<file path="src/rtl/sdf_arbiter.sv">
// sdf_arbiter: shares one fixed-latency SDF pipeline among NUM_REQ ray requesters.
// Grants one requester per cycle, registers its point into the SDF unit and tags
// the issue so the result returns to the right requester SDF_LATENCY+2 cycles
// after the transfer.
// Optional macro SDF_ARB_ROUND_ROBIN_EN: round-robin arbitration instead of the
// default fixed priority (lowest index wins).
module sdf_arbiter #(
  parameter int unsigned NUM_REQ     = 4,
  parameter int unsigned SDF_LATENCY = 5
) (
  input  logic                   clk,
  input  logic                   reset,
  input  logic [NUM_REQ-1:0]     req_valid,
  output logic [NUM_REQ-1:0]     req_ready,
  input  logic [27*NUM_REQ-1:0]  req_x,
  input  logic [27*NUM_REQ-1:0]  req_y,
  input  logic [27*NUM_REQ-1:0]  req_z,
  output logic [26:0]            sdf_x,
  output logic [26:0]            sdf_y,
  output logic [26:0]            sdf_z,
  output logic                   sdf_valid,
  input  logic [26:0]            sdf_distance,
  output logic [NUM_REQ-1:0]     resp_valid,
  output logic [26:0]            resp_distance
);

  localparam int unsigned FW    = 27;
  localparam int unsigned IDX_W = (NUM_REQ > 1) ? $clog2(NUM_REQ) : 1;

  logic               gnt_any;
  logic [IDX_W-1:0]   gnt_idx;
  logic [IDX_W-1:0]   iss_idx;
  logic [SDF_LATENCY-1:0] tag_v;
  logic [IDX_W-1:0]   tag_idx [SDF_LATENCY];

`ifdef SDF_ARB_ROUND_ROBIN_EN
  logic [IDX_W-1:0]   ptr;
  logic [IDX_W:0]     cand;

  // Round-robin pick: first valid requester at or after the pointer, wrapping.
  always_comb begin
    gnt_any = 1'b0;
    gnt_idx = '0;
    cand    = '0;
    for (int unsigned k = 0; k < NUM_REQ; k++) begin
      cand = (IDX_W+1)'(ptr) + (IDX_W+1)'(k);
      if (cand >= (IDX_W+1)'(NUM_REQ)) begin
        cand = cand - (IDX_W+1)'(NUM_REQ);
      end
      if (!gnt_any && req_valid[cand[IDX_W-1:0]]) begin
        gnt_any = 1'b1;
        gnt_idx = cand[IDX_W-1:0];
      end
    end
  end

  // Pointer moves just past the requester that was served.
  always_ff @(posedge clk or posedge reset) begin
    if (reset) begin
      ptr <= '0;
    end else if (gnt_any) begin
      ptr <= (gnt_idx == IDX_W'(NUM_REQ-1)) ? '0 : gnt_idx + IDX_W'(1);
    end
  end
`else
  // Fixed priority: lowest-index valid requester wins.
  always_comb begin
    gnt_any = 1'b0;
    gnt_idx = '0;
    for (int k = NUM_REQ-1; k >= 0; k--) begin
      if (req_valid[k]) begin
        gnt_any = 1'b1;
        gnt_idx = IDX_W'(k);
      end
    end
  end
`endif

  // One-hot grant, suppressed while reset is asserted.
  always_comb begin
    req_ready = '0;
    if (gnt_any && !reset) begin
      req_ready[gnt_idx] = 1'b1;
    end
  end

  // Operand register: capture the granted point; hold when idle.
  always_ff @(posedge clk or posedge reset) begin
    if (reset) begin
      sdf_valid <= 1'b0;
      sdf_x     <= '0;
      sdf_y     <= '0;
      sdf_z     <= '0;
      iss_idx   <= '0;
    end else begin
      sdf_valid <= gnt_any;
      if (gnt_any) begin
        sdf_x   <= req_x[FW*gnt_idx +: FW];
        sdf_y   <= req_y[FW*gnt_idx +: FW];
        sdf_z   <= req_z[FW*gnt_idx +: FW];
        iss_idx <= gnt_idx;
      end
    end
  end

  // Tag pipeline tracking each issue through the SDF unit.
  always_ff @(posedge clk or posedge reset) begin
    if (reset) begin
      tag_v <= '0;
      for (int unsigned k = 0; k < SDF_LATENCY; k++) begin
        tag_idx[k] <= '0;
      end
    end else begin
      tag_v[0]   <= sdf_valid;
      tag_idx[0] <= iss_idx;
      for (int unsigned k = 1; k < SDF_LATENCY; k++) begin
        tag_v[k]   <= tag_v[k-1];
        tag_idx[k] <= tag_idx[k-1];
      end
    end
  end

  // Response register: route the returning distance to its requester.
  always_ff @(posedge clk or posedge reset) begin
    if (reset) begin
      resp_valid    <= '0;
      resp_distance <= '0;
    end else begin
      resp_valid <= '0;
      if (tag_v[SDF_LATENCY-1]) begin
        resp_valid    <= NUM_REQ'(1) << tag_idx[SDF_LATENCY-1];
        resp_distance <= sdf_distance;
      end
    end
  end

endmodule

</file>
<file path="config.mk">
export PLATFORM = sky130hd
export DESIGN_NAME = sdf_arbiter
export DESIGN_NICKNAME = d
export VERILOG_FILES = /design/src/rtl/sdf_arbiter.sv
export SDC_FILE = /design/constraint.sdc
export NUM_CORES = 1
export LEC_CHECK = 0
export BUFFER_PORTS_ARGS = -buffer_cell sky130_fd_sc_hd__clkbuf_2
export CAP_MARGIN = 20
export CORE_AREA = 3 3 181 183
export CTS_BUF_LIST = sky130_fd_sc_hd__clkbuf_8 sky130_fd_sc_hd__clkbuf_16
export DETAILED_ROUTE_END_ITERATION = 6
export DIE_AREA = 0 0 184 186
export SLEW_MARGIN = 20
export SYNTH_ARGS = -nofsm -noshare
export SYNTH_HDL_FRONTEND = slang
export SYNTH_SLANG_ARGS = --single-unit
</file>
<file path="constraint.sdc">
create_clock -name clk -period 5 [get_ports clk]
set_input_delay 0.75 -clock clk [delete_from_list [all_inputs] [get_ports clk]]
set_output_delay 0.75 -clock clk [all_outputs]
set_load 0.005 [all_outputs]
</file>
==> reports/metrics.yaml <==
outcome: "completed"
grt_pass1_wl_microns: 39400
slowest_delay_ps: 790
min_period_over_period: 0.606
irDropWorstVdd_uv: 190
die_height_microns: 186
finalHoldViolations: 0
skew_ps: 6.38
netlist_area_sq_mm: 0.00627
fp.dieW_microns: 184
final_common_cell: "clkbuf_2"
p_per_area_mw_per_mm2: 316
layout_common_cells: "clkbuf_2, dfrtp_1, nand2_1, nor2_1"
critical_path.max_fanout: 36
synthAdderAreaFrac: 0
cts_resized: 0
filler_cell_count: 3347
cts_setup_buffers: 0
ys_ff_latch: 130
drc: 0
routedWlPerCell_microns: 18.4
layout_min_cycle_time_ps: 3030
fmax_mhz: 330
dieArea_sq_mm: 0.0342
start_util: 0.200
cts.sinks: 130
worst_pin_slew_ps: 1010
nNetsFinal: 1440
relSlewSlack: 0.324
area_growth_syn_to_layout_pct: 51.4
arrival_ps: 2280
clkTransAtPathRegs_ps: 60
synth_top_family_by_area: "compound AO/OA/AOI/OAI gates"
rows: 65
drt_first_pass_iters: 5
clk_path_buf_depth: 2
slowest_stage: "nor2_4"
grt_pass1_vias: 6896
htree_num_levels: 4
synth_cells: 646
required_ps: 4250
drt_iter0_drc: 348
grt_setup_unrepaired: "false"
synthSimpleGateAreaFrac: 0.112
dp_slack_ps: 1710
clock_latency_ps: 410
overflow: 0
drv_slew: 0
hold_class: "register to register"
setup_tns_ps: 0
cts_buffers: 17
hold_buffers: 0
p_leak_uw: 0.00460
synth.avg_cell_area_sq_um: 9.71
via_count: 7105
ys_warn_count: 0
critical_path.cell_chain: "buf_2, nor2_4, and3_1, clkbuf_2"
vias_per_cell: 4.74
cp-end-kind: "output port"
ys_seq_area_frac: 0.519
synth_compound_area_frac: 0.261
io_pins: 474
cts_root_buffer: "clkbuf_16"
finalPower_uw: 3000
finalSetupViolCount: 0
gp_congestion: 0.932
grt_max_degree: 83
dp_hpwl_microns: 20100
drt_wl_total_microns: 27600
start_kind: "input pin"
grt_antenna_before_repair: 1
maxCapViolations: 0
multi_input_area_sq_mm: 0.00267
synth-xor-area-share: 0
cts_tree: "done"
drive_gt1_frac: 0.501
ff_latch_area_sq_mm: 0.00325
setup_ws_ps: 1970
ys_types: 26
synth_mux_area_frac: 0.0485
grt_usage: 0.149
portBuffers: 473
antenna_cells: 0
worstSetupPathType: "input pin to output port"
core-area_sq_mm: 0.0314
ant_nets: 0
synth_nets: 1003
## where the power goes
group	switching [uW]	internal, uW	leakage [uW]
combinational	258	233	0.00276
sequential	56.9	1140	0.00154
clock	541	767	0.000294
total	855	2140	0.00460
## through the flow
step / util / area [sq um] / cells / hold WS (ps)
after global placement: 0.283 / 8890 / 1466 / 331
after detailed placement: 0.283 / 8890 / 1466 / 337
after CTS: 0.303 / 9500 / 1498 / 351
after global routing: 0.303 / 9500 / 1498 / 357
final: 0.303 / 9500 / 1498 / 348
after floorplan: - / 6270 / 646 / 331
## Yosys cell counts (all sizes together)
cell | instances | area [sq um]
nand2 | 82 | 308
clkbuf | 23 | 86.3
and3b | 1 | 8.76
mux2 | 27 | 304
nor4 | 1 | 6.26
o221ai | 81 | 709
dfrtp | 130 | 3250
o21ai | 82 | 410
and3 | 2 | 12.5
nor3 | 2 | 21.3
nor3b | 1 | 7.51
or4 | 1 | 7.51
o31a | 1 | 8.76
nor2b | 2 | 12.5
a21oi | 1 | 5.00
buf | 41 | 277
nor2 | 83 | 312
a31oi | 81 | 507
nand2b | 1 | 6.26
inv | 3 | 11.3
## critical path, delay by kind of cell
family | cells | cell delay (ps)
and+or+nand+nor | 2 | 1050
buffers and inverters | 2 | 460
## final timing paths
kind	from	to	slack [ps]	cells after the start
max	req_valid[0]	req_ready[2]	1970	4
min	tag_v[0]	tag_v[1]	350	0
max reg2reg	tag_v[4]	resp_distance[6]	3650	1
min reg2reg	tag_v[0]	tag_v[1]	350	0
max in group asynchronous	reset	tag_v[4]	3130	3
min in group asynchronous	reset	iss_idx[0]	460	2
## layout make-up
type | instances | area share
clock inverters | 14 | 0.0175
inverters | 3 | 0.00171
repair buffers | 482 | 0.258
well taps | 402 | 0.0530
multi-input cells | 449 | 0.281
flip-flops and latches | 130 | 0.343
clock buffers | 18 | 0.0462
## cells by family (layout without fill, tap and decap cells)
group | after synthesis | in the layout
flops | 130 | 130
compound gates | 246 | 246
buf+inv | 67 | 517
mux | 27 | 27
simple gates | 176 | 176
## sequential cells by signal (all words and copies together), names as in the netlist
| register | count |
|---|---|
| iss_idx | 2 |
| resp_distance | 27 |
| resp_valid | 4 |
| sdf_valid | 1 |
| sdf_x | 27 |
| sdf_y | 27 |
| sdf_z | 27 |
| tag_idx | 10 |
| tag_v | 5 |
## layer usage
metal,up-vias,GRT usage,wire length (microns)
li1,3311,-,-
met1,3318,0.188,11500
met2,437,0.250,13200
met3,37,0.0350,2150
met4,2,0.0553,683
met5,-,0,17
Power figures use the tool's default switching activity.
